`config.mk`:
```
export PLATFORM = sky130hd
export DESIGN_NAME = accel_ctrl_regs_flat
export DESIGN_NICKNAME = d
export VERILOG_FILES = /design/src/rtl/accel_ctrl_regs_if.sv /design/src/rtl/accel_ctrl_regs.sv /design/src/flat_wrapper.sv
export SDC_FILE = /design/constraint.sdc
export NUM_CORES = 1
export LEC_CHECK = 0
export CORE_ASPECT_RATIO = 1.25
export CORE_MARGIN = 3
export CORE_UTILIZATION = 60
export DETAILED_ROUTE_END_ITERATION = 7
export GPL_TIMING_DRIVEN = 0
export HOLD_SLACK_MARGIN = 0.05
export PLACE_DENSITY_LB_ADDON = 0.3
export SYNTH_ARGS = -nofsm -noshare
export SYNTH_HDL_FRONTEND = slang
export SYNTH_SLANG_ARGS = --single-unit
```
`constraint.sdc`:
```
create_clock -name clk -period 10.1 [get_ports clk]
set_clock_uncertainty 0.05 [all_clocks]
set_input_delay 2.02 -clock clk [delete_from_list [all_inputs] [get_ports clk]]
set_output_delay 2.02 -clock clk [all_outputs]
set_load 0.01 [all_outputs]
```
`src/rtl/accel_ctrl_regs_if.sv`:
```
// ---------------------------------------------------------------------------
// accel_ctrl_regs_if
// Register-window bus of the lane-detection accelerator control block.
// One write and one read channel, both single-cycle; read data returns on
// the cycle after the request.
//   axi_wr_data   [31:0]      write data
//   axi_wr_addr   [ADDR_W-1:0] byte write address
//   axi_wr_strobe [3:0]       byte enables
//   axi_wr_en                 write strobe, one write per cycle
//   axi_rd_addr   [ADDR_W-1:0] byte read address
//   axi_rd_en                 read request
//   axi_rd_data   [31:0]      registered read data (slave output)
//   axi_rd_hit                registered window-hit flag (slave output)
// ---------------------------------------------------------------------------
interface accel_ctrl_regs_if #(
    parameter int ADDR_W = 20
);
    logic [31:0]       axi_wr_data;
    logic [ADDR_W-1:0] axi_wr_addr;
    logic [3:0]        axi_wr_strobe;
    logic              axi_wr_en;
    logic [ADDR_W-1:0] axi_rd_addr;
    logic              axi_rd_en;
    logic [31:0]       axi_rd_data;
    logic              axi_rd_hit;

    modport slave (
        input  axi_wr_data, axi_wr_addr, axi_wr_strobe, axi_wr_en,
        input  axi_rd_addr, axi_rd_en,
        output axi_rd_data, axi_rd_hit
    );

    modport master (
        output axi_wr_data, axi_wr_addr, axi_wr_strobe, axi_wr_en,
        output axi_rd_addr, axi_rd_en,
        input  axi_rd_data, axi_rd_hit
    );
endinterface

```
`src/rtl/accel_ctrl_regs.sv`:
```
// ---------------------------------------------------------------------------
// accel_ctrl_regs
// Control/status register window for the lane-detection accelerator:
// soft-reset pulse generator, frame FSM with latency counter, frame counter,
// watchdog timeout, overrun detection and a maskable, write-1-to-clear
// interrupt.
//   clk, rst      single clock, asynchronous active-high reset
//   bus           register-window bus (slave side)
//   frame_start   one-cycle pulse on the first pixel of a frame
//   frame_done    level, post-process output-valid
//   soft_rst      reset to the data path: rst OR soft-reset pulse
//   busy          frame in flight
//   irq           level interrupt
// Map (offset from BASE_ADDR): 00 VALID, 04 BUSY, 08 RESET, 0C CTRL,
// 10 STATUS, 14 FRAME_COUNT, 18 LAST_LATENCY, 1C TIMEOUT_LIMIT.
// ---------------------------------------------------------------------------
module accel_ctrl_regs #(
    parameter int AXI_ADDR_WIDTH    = 20,
    parameter int BASE_ADDR         = 395264,
    parameter int SOFT_RESET_CYCLES = 15,
    parameter int CNT_WIDTH         = 32,
    parameter int FRAME_CNT_WIDTH   = 16
) (
    input  logic              clk,
    input  logic              rst,
    accel_ctrl_regs_if.slave  bus,
    input  logic              frame_start,
    input  logic              frame_done,
    output logic              soft_rst,
    output logic              busy,
    output logic              irq
);

    localparam logic [AXI_ADDR_WIDTH-1:0] LP_BASE  = AXI_ADDR_WIDTH'(BASE_ADDR);
    localparam logic [AXI_ADDR_WIDTH-1:0] LP_SPAN  = AXI_ADDR_WIDTH'(32);
    localparam logic [7:0]                LP_SRST  = 8'(SOFT_RESET_CYCLES);

    localparam logic [2:0] IDX_VALID  = 3'd0;
    localparam logic [2:0] IDX_BUSY   = 3'd1;
    localparam logic [2:0] IDX_RESET  = 3'd2;
    localparam logic [2:0] IDX_CTRL   = 3'd3;
    localparam logic [2:0] IDX_STATUS = 3'd4;
    localparam logic [2:0] IDX_FCNT   = 3'd5;
    localparam logic [2:0] IDX_LAT    = 3'd6;
    localparam logic [2:0] IDX_TLIM   = 3'd7;

    typedef enum logic {S_IDLE = 1'b0, S_RUN = 1'b1} state_t;

    state_t                       r_state, w_state_nxt;
    logic [7:0]                   r_srst_cnt;
    logic [1:0]                   r_ctrl;      // [0] irq_en, [1] timeout_en
    logic [2:0]                   r_status;    // [0] done, [1] timeout, [2] overrun
    logic [FRAME_CNT_WIDTH-1:0]   r_fcnt;
    logic [CNT_WIDTH-1:0]         r_cnt;
    logic [CNT_WIDTH-1:0]         r_lat;
    logic [CNT_WIDTH-1:0]         r_tlimit;
    logic                         r_fd_prev;
    logic                         r_irq;
    logic [31:0]                  r_rd_data;
    logic                         r_rd_hit;

    // ---------------------------------------------------------------- decode
    logic [AXI_ADDR_WIDTH-1:0] w_wr_rel, w_rd_rel;
    logic                      w_wr_hit, w_rd_hit, w_wr_sel;
    logic [2:0]                w_wr_idx;

    // Base is word aligned, so the relative address carries the alignment.
    assign w_wr_rel = bus.axi_wr_addr - LP_BASE;
    assign w_rd_rel = bus.axi_rd_addr - LP_BASE;
    assign w_wr_hit = (bus.axi_wr_addr >= LP_BASE) && (w_wr_rel < LP_SPAN);
    assign w_rd_hit = (bus.axi_rd_addr >= LP_BASE) && (w_rd_rel < LP_SPAN);
    assign w_wr_sel = bus.axi_wr_en && w_wr_hit && (w_wr_rel[1:0] == 2'b00);
    assign w_wr_idx = w_wr_rel[4:2];

    logic w_srst_act, w_srst_start, w_sclr;
    logic w_ctrl_wr, w_stat_wr, w_tlim_wr;

    assign w_srst_act   = (r_srst_cnt != 8'd0);
    // A RESET write during an active pulse is dropped, so it never stretches.
    assign w_srst_start = w_wr_sel && (w_wr_idx == IDX_RESET) && bus.axi_wr_strobe[0]
                          && bus.axi_wr_data[0] && !w_srst_act;
    // Clear also on the write cycle so the datapath state is already zero on
    // the first cycle soft_rst is visible.
    assign w_sclr       = w_srst_act || w_srst_start;
    assign w_ctrl_wr    = w_wr_sel && (w_wr_idx == IDX_CTRL) && bus.axi_wr_strobe[0];
    assign w_stat_wr    = w_wr_sel && (w_wr_idx == IDX_STATUS) && bus.axi_wr_strobe[0];
    assign w_tlim_wr    = w_wr_sel && (w_wr_idx == IDX_TLIM);

    // ------------------------------------------------------------ soft reset
    always_ff @(posedge clk or posedge rst) begin
        if (rst) begin
            r_srst_cnt <= 8'd0;
        end else if (w_srst_start) begin
            r_srst_cnt <= LP_SRST;
        end else if (w_srst_act) begin
            r_srst_cnt <= r_srst_cnt - 8'd1;
        end
    end

    assign soft_rst = rst || w_srst_act;

    // -------------------------------------------------------------- frame FSM
    logic w_done_edge, w_to_hit;
    logic w_done_ev, w_to_ev, w_ovr_ev, w_start_ev;

    assign w_done_edge = frame_done && !r_fd_prev;
    assign w_to_hit    = r_ctrl[1] && (r_cnt >= r_tlimit);

    always_ff @(posedge clk or posedge rst) begin
        if (rst) begin
            r_state <= S_IDLE;
        end else begin
            r_state <= w_state_nxt;
        end
    end

    always_comb begin
        w_state_nxt = r_state;
        w_done_ev   = 1'b0;
        w_to_ev     = 1'b0;
        w_ovr_ev    = 1'b0;
        w_start_ev  = 1'b0;
        if (w_sclr) begin
            w_state_nxt = S_IDLE;
        end else begin
            case (r_state)
                S_IDLE: begin
                    if (frame_start) begin
                        w_state_nxt = S_RUN;
                        w_start_ev  = 1'b1;
                    end
                end
                S_RUN: begin
                    // Done edge wins over timeout and swallows a coincident start.
                    if (w_done_edge) begin
                        w_state_nxt = S_IDLE;
                        w_done_ev   = 1'b1;
                    end else begin
                        if (w_to_hit) begin
                            w_state_nxt = S_IDLE;
                            w_to_ev     = 1'b1;
                        end
                        if (frame_start) begin
                            w_ovr_ev = 1'b1;
                        end
                    end
                end
                default: w_state_nxt = S_IDLE;
            endcase
        end
    end

    assign busy = (r_state == S_RUN) && !frame_done;

    // ------------------------------------------------------ counters, status
    always_ff @(posedge clk or posedge rst) begin
        if (rst) begin
            r_fd_prev <= 1'b0;
            r_cnt     <= '0;
            r_lat     <= '0;
            r_fcnt    <= '0;
            r_status  <= 3'b000;
        end else begin
            r_fd_prev <= frame_done;
            if (w_sclr) begin
                r_cnt    <= '0;
                r_lat    <= '0;
                r_fcnt   <= '0;
                r_status <= 3'b000;
            end else begin
                if (w_start_ev) begin
                    r_cnt <= CNT_WIDTH'(1);
                end else if (r_state == S_RUN && r_cnt != '1) begin
                    r_cnt <= r_cnt + CNT_WIDTH'(1);
                end
                if (w_done_ev || w_to_ev) begin
                    r_lat <= r_cnt;
                end
                if (w_done_ev) begin
                    r_fcnt <= r_fcnt + FRAME_CNT_WIDTH'(1);
                end
                // Set dominates a same-cycle write-1-to-clear.
                r_status <= (r_status & ~(w_stat_wr ? bus.axi_wr_data[2:0] : 3'b000))
                          | {w_ovr_ev, w_to_ev, w_done_ev};
            end
        end
    end

    // ------------------------------------------------------- CTRL / TIMEOUT
    logic [31:0] w_tl_ext, w_tl_new;

    always_comb begin
        w_tl_ext = '0;
        w_tl_ext[CNT_WIDTH-1:0] = r_tlimit;
        w_tl_new = w_tl_ext;
        for (int b = 0; b < 4; b++) begin
            if (bus.axi_wr_strobe[b]) begin
                w_tl_new[8*b +: 8] = bus.axi_wr_data[8*b +: 8];
            end
        end
    end

    // Configuration survives the soft reset; only rst clears it.
    always_ff @(posedge clk or posedge rst) begin
        if (rst) begin
            r_ctrl   <= 2'b00;
            r_tlimit <= '1;
        end else begin
            if (w_ctrl_wr) begin
                r_ctrl <= bus.axi_wr_data[1:0];
            end
            if (w_tlim_wr) begin
                r_tlimit <= w_tl_new[CNT_WIDTH-1:0];
            end
        end
    end

    // --------------------------------------------------------------- irq
    always_ff @(posedge clk or posedge rst) begin
        if (rst) begin
            r_irq <= 1'b0;
        end else begin
            r_irq <= r_ctrl[0] && (r_status != 3'b000);
        end
    end

    assign irq = r_irq;

    // -------------------------------------------------------------- reads
    logic [31:0] w_rd_word;

    always_comb begin
        w_rd_word = '0;
        case (w_rd_rel[4:2])
            IDX_VALID:  w_rd_word[0] = frame_done;
            IDX_BUSY:   w_rd_word[0] = busy;
            IDX_RESET:  w_rd_word = '0;
            IDX_CTRL:   w_rd_word[1:0] = r_ctrl;
            IDX_STATUS: w_rd_word[2:0] = r_status;
            IDX_FCNT:   w_rd_word[FRAME_CNT_WIDTH-1:0] = r_fcnt;
            IDX_LAT:    w_rd_word[CNT_WIDTH-1:0] = r_lat;
            IDX_TLIM:   w_rd_word[CNT_WIDTH-1:0] = r_tlimit;
            default:    w_rd_word = '0;
        endcase
        if (!w_rd_hit || w_rd_rel[1:0] != 2'b00) begin
            w_rd_word = '0;
        end
    end

    // Sampled from pre-edge register contents, so a same-cycle write is not
    // visible to the read.
    always_ff @(posedge clk or posedge rst) begin
        if (rst) begin
            r_rd_data <= '0;
            r_rd_hit  <= 1'b0;
        end else if (bus.axi_rd_en) begin
            r_rd_data <= w_rd_word;
            r_rd_hit  <= w_rd_hit;
        end
    end

    assign bus.axi_rd_data = r_rd_data;
    assign bus.axi_rd_hit  = r_rd_hit;

endmodule

```
`src/flat_wrapper.sv`:
```
// flat-port wrapper written by rule: the top's interface ports become plain ports
module accel_ctrl_regs_flat 
#(
    parameter int AXI_ADDR_WIDTH    = 20,
    parameter int BASE_ADDR         = 395264,
    parameter int SOFT_RESET_CYCLES = 15,
    parameter int CNT_WIDTH         = 32,
    parameter int FRAME_CNT_WIDTH   = 16
)
  (clk, rst, frame_start, frame_done, soft_rst, busy, irq, bus_axi_wr_data, bus_axi_wr_addr, bus_axi_wr_strobe, bus_axi_wr_en, bus_axi_rd_addr, bus_axi_rd_en, bus_axi_rd_data, bus_axi_rd_hit);
  accel_ctrl_regs_if #(.ADDR_W(20)) bus_i ();
  input  logic clk;
  input  logic rst;
  input  logic frame_start;
  input  logic frame_done;
  output logic soft_rst;
  output logic busy;
  output logic irq;
  input wire logic [$bits(bus_i.axi_wr_data)-1:0] bus_axi_wr_data;
  input wire logic [$bits(bus_i.axi_wr_addr)-1:0] bus_axi_wr_addr;
  input wire logic [$bits(bus_i.axi_wr_strobe)-1:0] bus_axi_wr_strobe;
  input wire logic [$bits(bus_i.axi_wr_en)-1:0] bus_axi_wr_en;
  input wire logic [$bits(bus_i.axi_rd_addr)-1:0] bus_axi_rd_addr;
  input wire logic [$bits(bus_i.axi_rd_en)-1:0] bus_axi_rd_en;
  output wire logic [$bits(bus_i.axi_rd_data)-1:0] bus_axi_rd_data;
  output wire logic [$bits(bus_i.axi_rd_hit)-1:0] bus_axi_rd_hit;
  assign bus_i.axi_wr_data = bus_axi_wr_data;
  assign bus_i.axi_wr_addr = bus_axi_wr_addr;
  assign bus_i.axi_wr_strobe = bus_axi_wr_strobe;
  assign bus_i.axi_wr_en = bus_axi_wr_en;
  assign bus_i.axi_rd_addr = bus_axi_rd_addr;
  assign bus_i.axi_rd_en = bus_axi_rd_en;
  assign bus_axi_rd_data = bus_i.axi_rd_data;
  assign bus_axi_rd_hit = bus_i.axi_rd_hit;
  accel_ctrl_regs #(.AXI_ADDR_WIDTH(AXI_ADDR_WIDTH), .BASE_ADDR(BASE_ADDR), .SOFT_RESET_CYCLES(SOFT_RESET_CYCLES), .CNT_WIDTH(CNT_WIDTH), .FRAME_CNT_WIDTH(FRAME_CNT_WIDTH)) u_core (.clk(clk), .rst(rst), .bus(bus_i), .frame_start(frame_start), .frame_done(frame_done), .soft_rst(soft_rst), .busy(busy), .irq(irq));
endmodule
```
Word-level counts from Yosys, hierarchy flattened
Cells that the tools add are included.
Storage, ports and cells
  register bits after elaboration: 161
  output and inout bits: 36
  logic and storage cells: 114
Cells by class
  add/subtract/negate cells: 5
  magnitude comparators: 5
  equal/unequal tests: 12
  mux-type cells: 34
  bitwise logic cells: 4
  reduce and logical (&&, ||, !) cells: 39
Operator list (number)
  $mux 32: 6
  $ge 20x19->1 const B: 2
  $lt 20x6->1 const B: 2
  $sub 20x19->20 const B: 2
  $pmux 13 s3: 1
  $add 32x1->32 const B: 1
  $ge 32x32->1: 1
  $mux 16: 2
  $ne 32x32->1 const B: 1
  $pmux 16 s2: 1
  $eq 3x3->1 const B: 6
  $logic_and 1x1->1: 18
  $add 16x1->16 const B: 1
  $mux 1: 16
  $mux 8: 2
  $eq 3x2->1 const B: 4
  $pmux 1 s8: 1
  $reduce_and 2->1: 4
  $reduce_bool 2->1: 4
  $reduce_bool 8->1: 1
  $sub 8x1->8 const B: 1
  $mux 3: 2
  $reduce_bool 3->1: 2
  $pmux 1 s5: 1
  other kinds (11): 17

Longest topological paths before layout
Gate-level depths: netlist of the first run.
  depth in word-level cells: 14
  mapped depth: 11

Worst setup path before layout of the first run
OpenSTA, ideal clock, no wires.
  kind: input -> output
  start point: input port rst
  end point: output port soft_rst
  arrival time: 5.765 ns
  path slack: 2.265 ns
  cell stages on the path: 2
  buffers on the path: 0
  cell sequence: inv_1 > nand2_1
On the way
  word-level cells in the longest chain between the ends: 1
RTL lines
  start, declared: RTL line flat_wrapper.sv:13  | input logic rst;
  $logic_or 1x1->1: RTL line accel_ctrl_regs.sv:100  | assign soft_rst = rst || w_srst_act;
  end, declared: RTL line flat_wrapper.sv:16  | output logic soft_rst;
Every way passes these cells.

Worst setup path in the final report of the first run
Ends and elaborated chain as after synthesis.

==> results of run 1 <==
-- per-layer routing --
metal  vias to the layer above  global-route usage (%)  routed length (microns)
met1                      3579                    36.6                     8610
met3                       100                    5.85                     1650
met5                         -                       0                        0
met2                       370                    54.2                    12500
li1                       3356                       -                        -
met4                         0                    16.1                     1150
-- through the flow --
| stage | instance area [sq um] | hold slack [ps] |
|---|---|---|
| detailed placement | 9900 | 439 |
| finish | 10500 | 454 |
| CTS | 10500 | 452 |
| global placement | 9870 | 429 |
| floorplan | 8500 | 415 |
| global route | 10500 | 475 |
-- how the worst min path moves through the flow --
stage                                       endpoint  slack (ps)  cells after the start
global route        u_core.r_srst_cnt[5]$_DFFE_PP0N_         480                      1
CTS                 u_core.r_srst_cnt[5]$_DFFE_PP0N_         450                      1
global placement      u_core.r_tlimit[2]$_DFFE_PP1P_         430                      2
finish              u_core.r_srst_cnt[5]$_DFFE_PP0N_         450                      1
detailed placement  u_core.r_srst_cnt[5]$_DFFE_PP0N_         440                      1
floorplan           u_core.r_srst_cnt[5]$_DFFE_PP0N_         410                      1
-- power by group --
group / total (mW) / switching, mW / internal, mW
Clock: 0.694 / 0.262 / 0.432
Sequential: 0.681 / 0.0181 / 0.663
Combinational: 0.125 / 0.0690 / 0.0565
-- state kept, by name (all words and copies together), names as in the netlist, 2 cells and up --
register                count
u_core.bus.axi_rd_data     32
u_core.r_cnt               32
u_core.r_lat               32
u_core.r_tlimit            32
u_core.r_fcnt              16
u_core.r_srst_cnt           8
u_core.r_status             3
u_core.r_ctrl               2
-- cells in the final DEF (no fill, tap or decap), types with 26 or more instances in the layout --
cell type and instances:
mux2i_1 39, nand2_1 71, nor3_1 26, nand3_1 39, o22ai_1 30, o21ai_0 72
nor2_1 57, dfstp_2 32, ha_1 37, mux2_2 45, a21oi_1 28, clkdlybuf4s50_1 115
inv_1 89, dfrtp_1 129
-- final cells by class --
cell class,count,share of cell area [%]
plain buffers,38,1.57
well taps,175,2.08
clock inverters,10,1.48
repair buffers,116,11.2
clock buffers,22,4.50
multi-input cells,582,37.3
inverters,90,3.25
flip-flops and latches,161,38.6
-- kinds of logic (layout without fill, tap and decap cells) --
kind of cell	Yosys count	in the layout	share of synthesized area (%)
simple gates	262	262	15.1
compound gates	181	181	12.8
flops	161	161	47.9
buf+inv	128	276	5.92
mux	87	87	11.3
fa+ha+maj	37	37	5.45
xor+xnor	15	15	1.55
==> summary.txt, run 1 <==
Outcome
  – Status: finished clean

CTS
  – Post_cts resized: 0
  – CTS tree: done
  – Clk_lat worst skew: 440 ps
  – Hold Buf Count CTS: 0
  – Root Buffer: clkbuf_16
  – CTS max path bufs: 2
  – Clock transition at path regs: approximately 60 ps
  – Total CTS buffers: 17
  – H-tree levels: 4
  – Total clock sinks: about 160
  – Post-CTS Setup Repair Bufs: 0

Placed design
  – Placer congestion estimate: 0.864
  – Setup WS pre-CTS: 3930 ps
  – Placed cell count: between 1000 and 1500
  – Port bufs: 115
  – Post-DP HPWL: 16800 microns

Floorplan
  – Ports: ~120
  – Die ar.: 15600 sq um
  – Row count: 48
  – Starting Density: 61.5%
  – Die height: 139 microns
  – Die X: 112 microns
  – Core area: 13800 sq um

Detailed routing
  – Vias post-DR: ~7400
  – Remaining antenna violation count: 0
  – Drt first pass iters: 6
  – Routed len/inst: between 20 and 25 microns
  – DRC Markers: 0
  – Vias per cell: about 6.2
  – First DRT Iteration DRCs: 725
  – WL final: 23900 microns

Yosys
  – Top post-synthesis cells by area: dfrtp_1 38%, dfstp_2 9.9%, mux2_2 6.0%
  – Mapped Cells: between 800 and 900
  – Fraction of registers with async set/reset: 100%
  – Most numerous cell in the Yosys netlist: dfrtp_1
  – Syn_nets: 990
  – Top-area cell type share of the netlist area: between 30% and 40%
  – Top post-synthesis cells by count: 129 x dfrtp_1, 90 x inv_1, 72 x o21ai_0
  – Synthesis-stage register bit count: 161
  – Seq/Total Area, Yosys: approximately 48%
  – Synth area leader: dfrtp_1
  – EDFF count, synth: 0
  – Synthesized area per cell: between 9 and 10 sq um
  – Post-synthesis cell type count: 56
  – Netlist Area Pre-Place: about 8500 sq um
  – Ys flop type: dfrtp_1
  – Ys Warns: 0

GRT
  – Initial antenna violation count: 0
  – Total GRT Usage: 31.2%
  – Pin count of the biggest net entering global routing: 96
  – Total grt overflow: 0
  – First-pass GRT wire length: a little under 40000 microns
  – Vias in the first global route: 7667

Timing
  – Tightest Pin Transition: 1030 ps
  – Max-slew headroom: 30.8%
  – Setup violators final: 0
  – Final period utilization: 60.9%
  – Setup ws final: 3950 ps
  – RSZ-0062 raised after global routing: false
  – FMAX: 163 MHz
  – Fin. Hold Viols: 0
  – Final Slew Violations: 0
  – Final min period: 6150 ps
  – Setup TNS: 0 ps

Critical path
  – Critical-path top delay cell: clkdlybuf4s50_1
  – CP dominant cell by count: clkdlybuf4s50_1
  – Max incr delay on CP: 490 ps
  – R2R setup slack: 6330 ps
  – Crit path depth: 5
  – R2R cell count: 10
  – CP Launch Point: rst
  – Critical path type: input port to output pin
  – CP Cell Sequence: clkdlybuf4s50_1 -> inv_6 -> buf_16 -> nand2_1 -> clkdlybuf4s50_1
  – Worst r2r dst: u_core.r_lat[0]$_DFFE_PP0P_
  – Worst endpoint required time: about 8000 ps
  – Worst endpoint data arrival time: 4080 ps
  – Buffer and inverter count on the worst path: 4
  – CP startpoint kind: input port
  – Worst r2r src: u_core.r_tlimit[31]$_DFFE_PP1P_
  – Maximum fanout along the worst path: 95
  – Cell family with most CP delay: buffers and inverters
  – Nature of the critical path endpoint: output pin
  – CP endpoint: soft_rst

Finish
  – Multi-input gate area: 3930 sq um
  – Nets: 1125
  – Area delta synth->final: 23.9%
  – Layout fillers: 933
  – N_diodes: 0
  – Storage cell area: 4070 sq um
  – Ratio of cells with drive above 1 in the final layout: around an eighth
  – Final Core Density: 76.3%
  – Layout Cells excl Fill: between 1000 and 1500

Hold path
  – Worst min path class: flip-flop to flip-flop
  – Min-delay src: u_core.r_srst_cnt[5]$_DFFE_PP0N_

Power and ir drop
  – Worst VDD drop: 126 uV
  – Final Power: 1.50 mW
  – PwrDens: 142 nW/um^2
  – P_leak: 4.25 nW

Job
  – Max Cap Viol: 0
(Power assumes the default switching activity.)
==> inputs of run 2 (changes only) <==
Settings changed: CORE_UTILIZATION 60 to 50.
Clock period 10.1 ns to 5.55 ns, I/O delays scaled along.
==> run 2 against run 1 <==
First-iteration DRC count decreased by 37%. Core utilization decreased by 12 points. Design area about the same. Sequential share of layout area about the same. Via count decreased by 3.8%. Power increased by 69%. Critical path depth unchanged. Combinational power increased by 82%. Hold slack got worse by 11 ps. Largest power group is now sequential cells. Wire length decreased by 4.9%. Clock power increased by 56%.
==> summary.txt, run 2 (synthesis gave the netlist of run 1 again) <==
Timing
  – Fin. Hold Viols: 0
  – Setup TNS: 0 ps
  – Setup ws final: 1170 ps
  – Final Slew Violations: 0
  – Tightest Pin Transition: between 1000 and 1500 ps
  – Final period utilization: 78.9%
  – RSZ-0062 raised after global routing: false
  – Setup violators final: 0
  – Max-slew headroom: 25.3%
  – Final min period: 4380 ps
  – FMAX: 228 MHz

CTS
  – Hold Buf Count CTS: 0
  – Total clock sinks: 161
  – Post-CTS Setup Repair Bufs: 0
  – Total CTS buffers: 17
  – CTS tree: done
  – H-tree levels: 4
  – Post_cts resized: 0
  – Clock transition at path regs: 60 ps
  – Root Buffer: clkbuf_16
  – Clk_lat worst skew: 430 ps
  – CTS max path bufs: 2

Power and ir drop
  – Clock power frac: 42.4%
  – P_leak: 4.22 nW
  – PwrDens: between 200 and 250 nW/um^2
  – Internal: 1.91 mW
  – Net Sw Frac: 24.7%
  – Reg power frac: 48.6%
  – Final Power: around 2.5 mW
  – Worst VDD drop: approximately 230 uV
  – Switch Pwr: ~0.63 mW
  – Gate power share: 9.0%

Hold path
  – Worst min path class: flip-flop to flip-flop
  – Min-delay src: u_core.r_tlimit[2]$_DFFE_PP1P_
  – Hold EP: u_core.r_tlimit[2]$_DFFE_PP1P_
  – Worst Hold Depth: 2

Detailed routing
  – Drt first pass iters: 5
  – First DRT Iteration DRCs: 459
  – Remaining antenna violation count: 0
  – WL final: around 23000 microns
  – DRC Markers: 0
  – Vias post-DR: between 7000 and 8000
  – Routed len/inst: around 18 microns
  – Vias per cell: 5.75

Outcome
  – Status: finished clean

Critical path
  – Worst endpoint data arrival time: 3220 ps
  – CP dominant cell by count: clkdlybuf4s50_1
  – Critical-path top delay cell: clkinvlp_4
  – Worst endpoint required time: 4390 ps
  – R2R setup slack: 1740 ps
  – CP Cell Sequence: clkdlybuf4s50_1 -> clkinvlp_4 -> buf_12 -> nand2_1 -> clkdlybuf4s50_1
  – Worst r2r src: u_core.r_tlimit[31]$_DFFE_PP1P_
  – Critical path type: input port to output pin
  – Maximum fanout along the worst path: 43
  – CP startpoint kind: input port
  – Max incr delay on CP: 540 ps
  – Worst r2r dst: u_core.r_lat[5]$_DFFE_PP0P_
  – Nature of the critical path endpoint: output pin
  – R2R cell count: 10

Placed design
  – Port bufs: between 100 and 150
  – Setup WS pre-CTS: just over 800 ps
  – Post-DP Area: ~10000 sq um
  – Placer congestion estimate: between 0.9 and 1
  – Post-DP HPWL: 17200 microns

Finish
  – Ratio of cells with drive above 1 in the final layout: 12.3%
  – Most common library cell in the layout ignoring fill and taps: dfrtp_1
  – Final Core Density: 64.0%
  – N_diodes: 0
  – Area delta synth->final: 24.0%
  – Fin area: 10500 sq um
  – Commonest cells after routing, fill and taps aside: 129 x dfrtp_1, 115 x clkdlybuf4s50_1, 89 x inv_1, 72 x o21ai_0, 71 x nand2_1
  – Layout fillers: 1329
  – Nets: 1128

GRT
  – Initial antenna violation count: 0
  – Total GRT Usage: 26.0%
  – Pin count of the biggest net entering global routing: 44
  – First-pass GRT wire length: 37100 microns
  – Vias in the first global route: 7286
  – Total grt overflow: 0

Job
  – Max Cap Viol: 0

Floorplan
  – Core area: 16500 sq um
  – Starting Density: 51.6%
  – Die ar.: 18600 sq um
  – Row count: 52
  – Ports: 118
  – Die X: 123 microns
  – Die height: ~150 microns
[run 2: changes by cell type in the layout (fill, tap and decap cells not counted)]
cell        before  now
bufinv_16        4    0
inv_6            1    0
clkinv_2         4    6
clkinvlp_4       1    4
buf_12           0    4
buf_16           1    0
[run 2: layout make-up]
cell class,count,area (sq um),area share (%)
Sequential cell,161,4070,38.6
Multi-Input combinational cell,582,3930,37.3
Timing Repair Buffer,119,1230,11.7
Clock buffer,22,474,4.50
Inverter,90,342,3.24
Tap cell,216,270,2.56
Buffer,38,165,1.57
Clock inverter,10,61.3,0.582
[run 2: power groups by stage]
stage               Clock (mW)  Combinational [mW]  Sequential [mW]
finish                    1.08               0.228             1.24
global placement             0               0.218             1.25
detailed placement           0               0.230             1.25
floorplan                    0               0.121             1.25
CTS                       1.09               0.230             1.24
global route              1.14               0.253             1.24
[run 2: worst max path at each step]
stage,end,cells past startpoint,from
5_1_grt,soft_rst,5,rst
4_1_cts,soft_rst,5,rst
6_report,soft_rst,5,rst
2_1_floorplan,soft_rst,2,rst
3_5_place_dp,u_core.r_lat[27]$_DFFE_PP0P_,11,bus_axi_wr_addr[11]
3_3_place_gp,soft_rst,4,rst
[run 2: critical path, delay by kind of cell]
family        cells  cell delay (ps)
buf+inv           4             2000
simple gates      1               80
[run 2: routing by layer]
layer  global-route usage [%]  up-vias  wire length (microns)  part of all wire [%]
met2                     45.1      235                  11700                    52
met3                     4.23       54                   1120                   4.9
met5                        0        -                      0                     0
met1                     31.6     3460                   9150                    40
li1                         -     3371                      -                     -
met4                     11.8        0                    744                   3.3
[run 2: per-stage QoR]
stage	cells	hold slack, ps
global route	1238	467
finish	1238	442
CTS	1238	443
global placement	1202	428
detailed placement	1206	434
floorplan	871	415
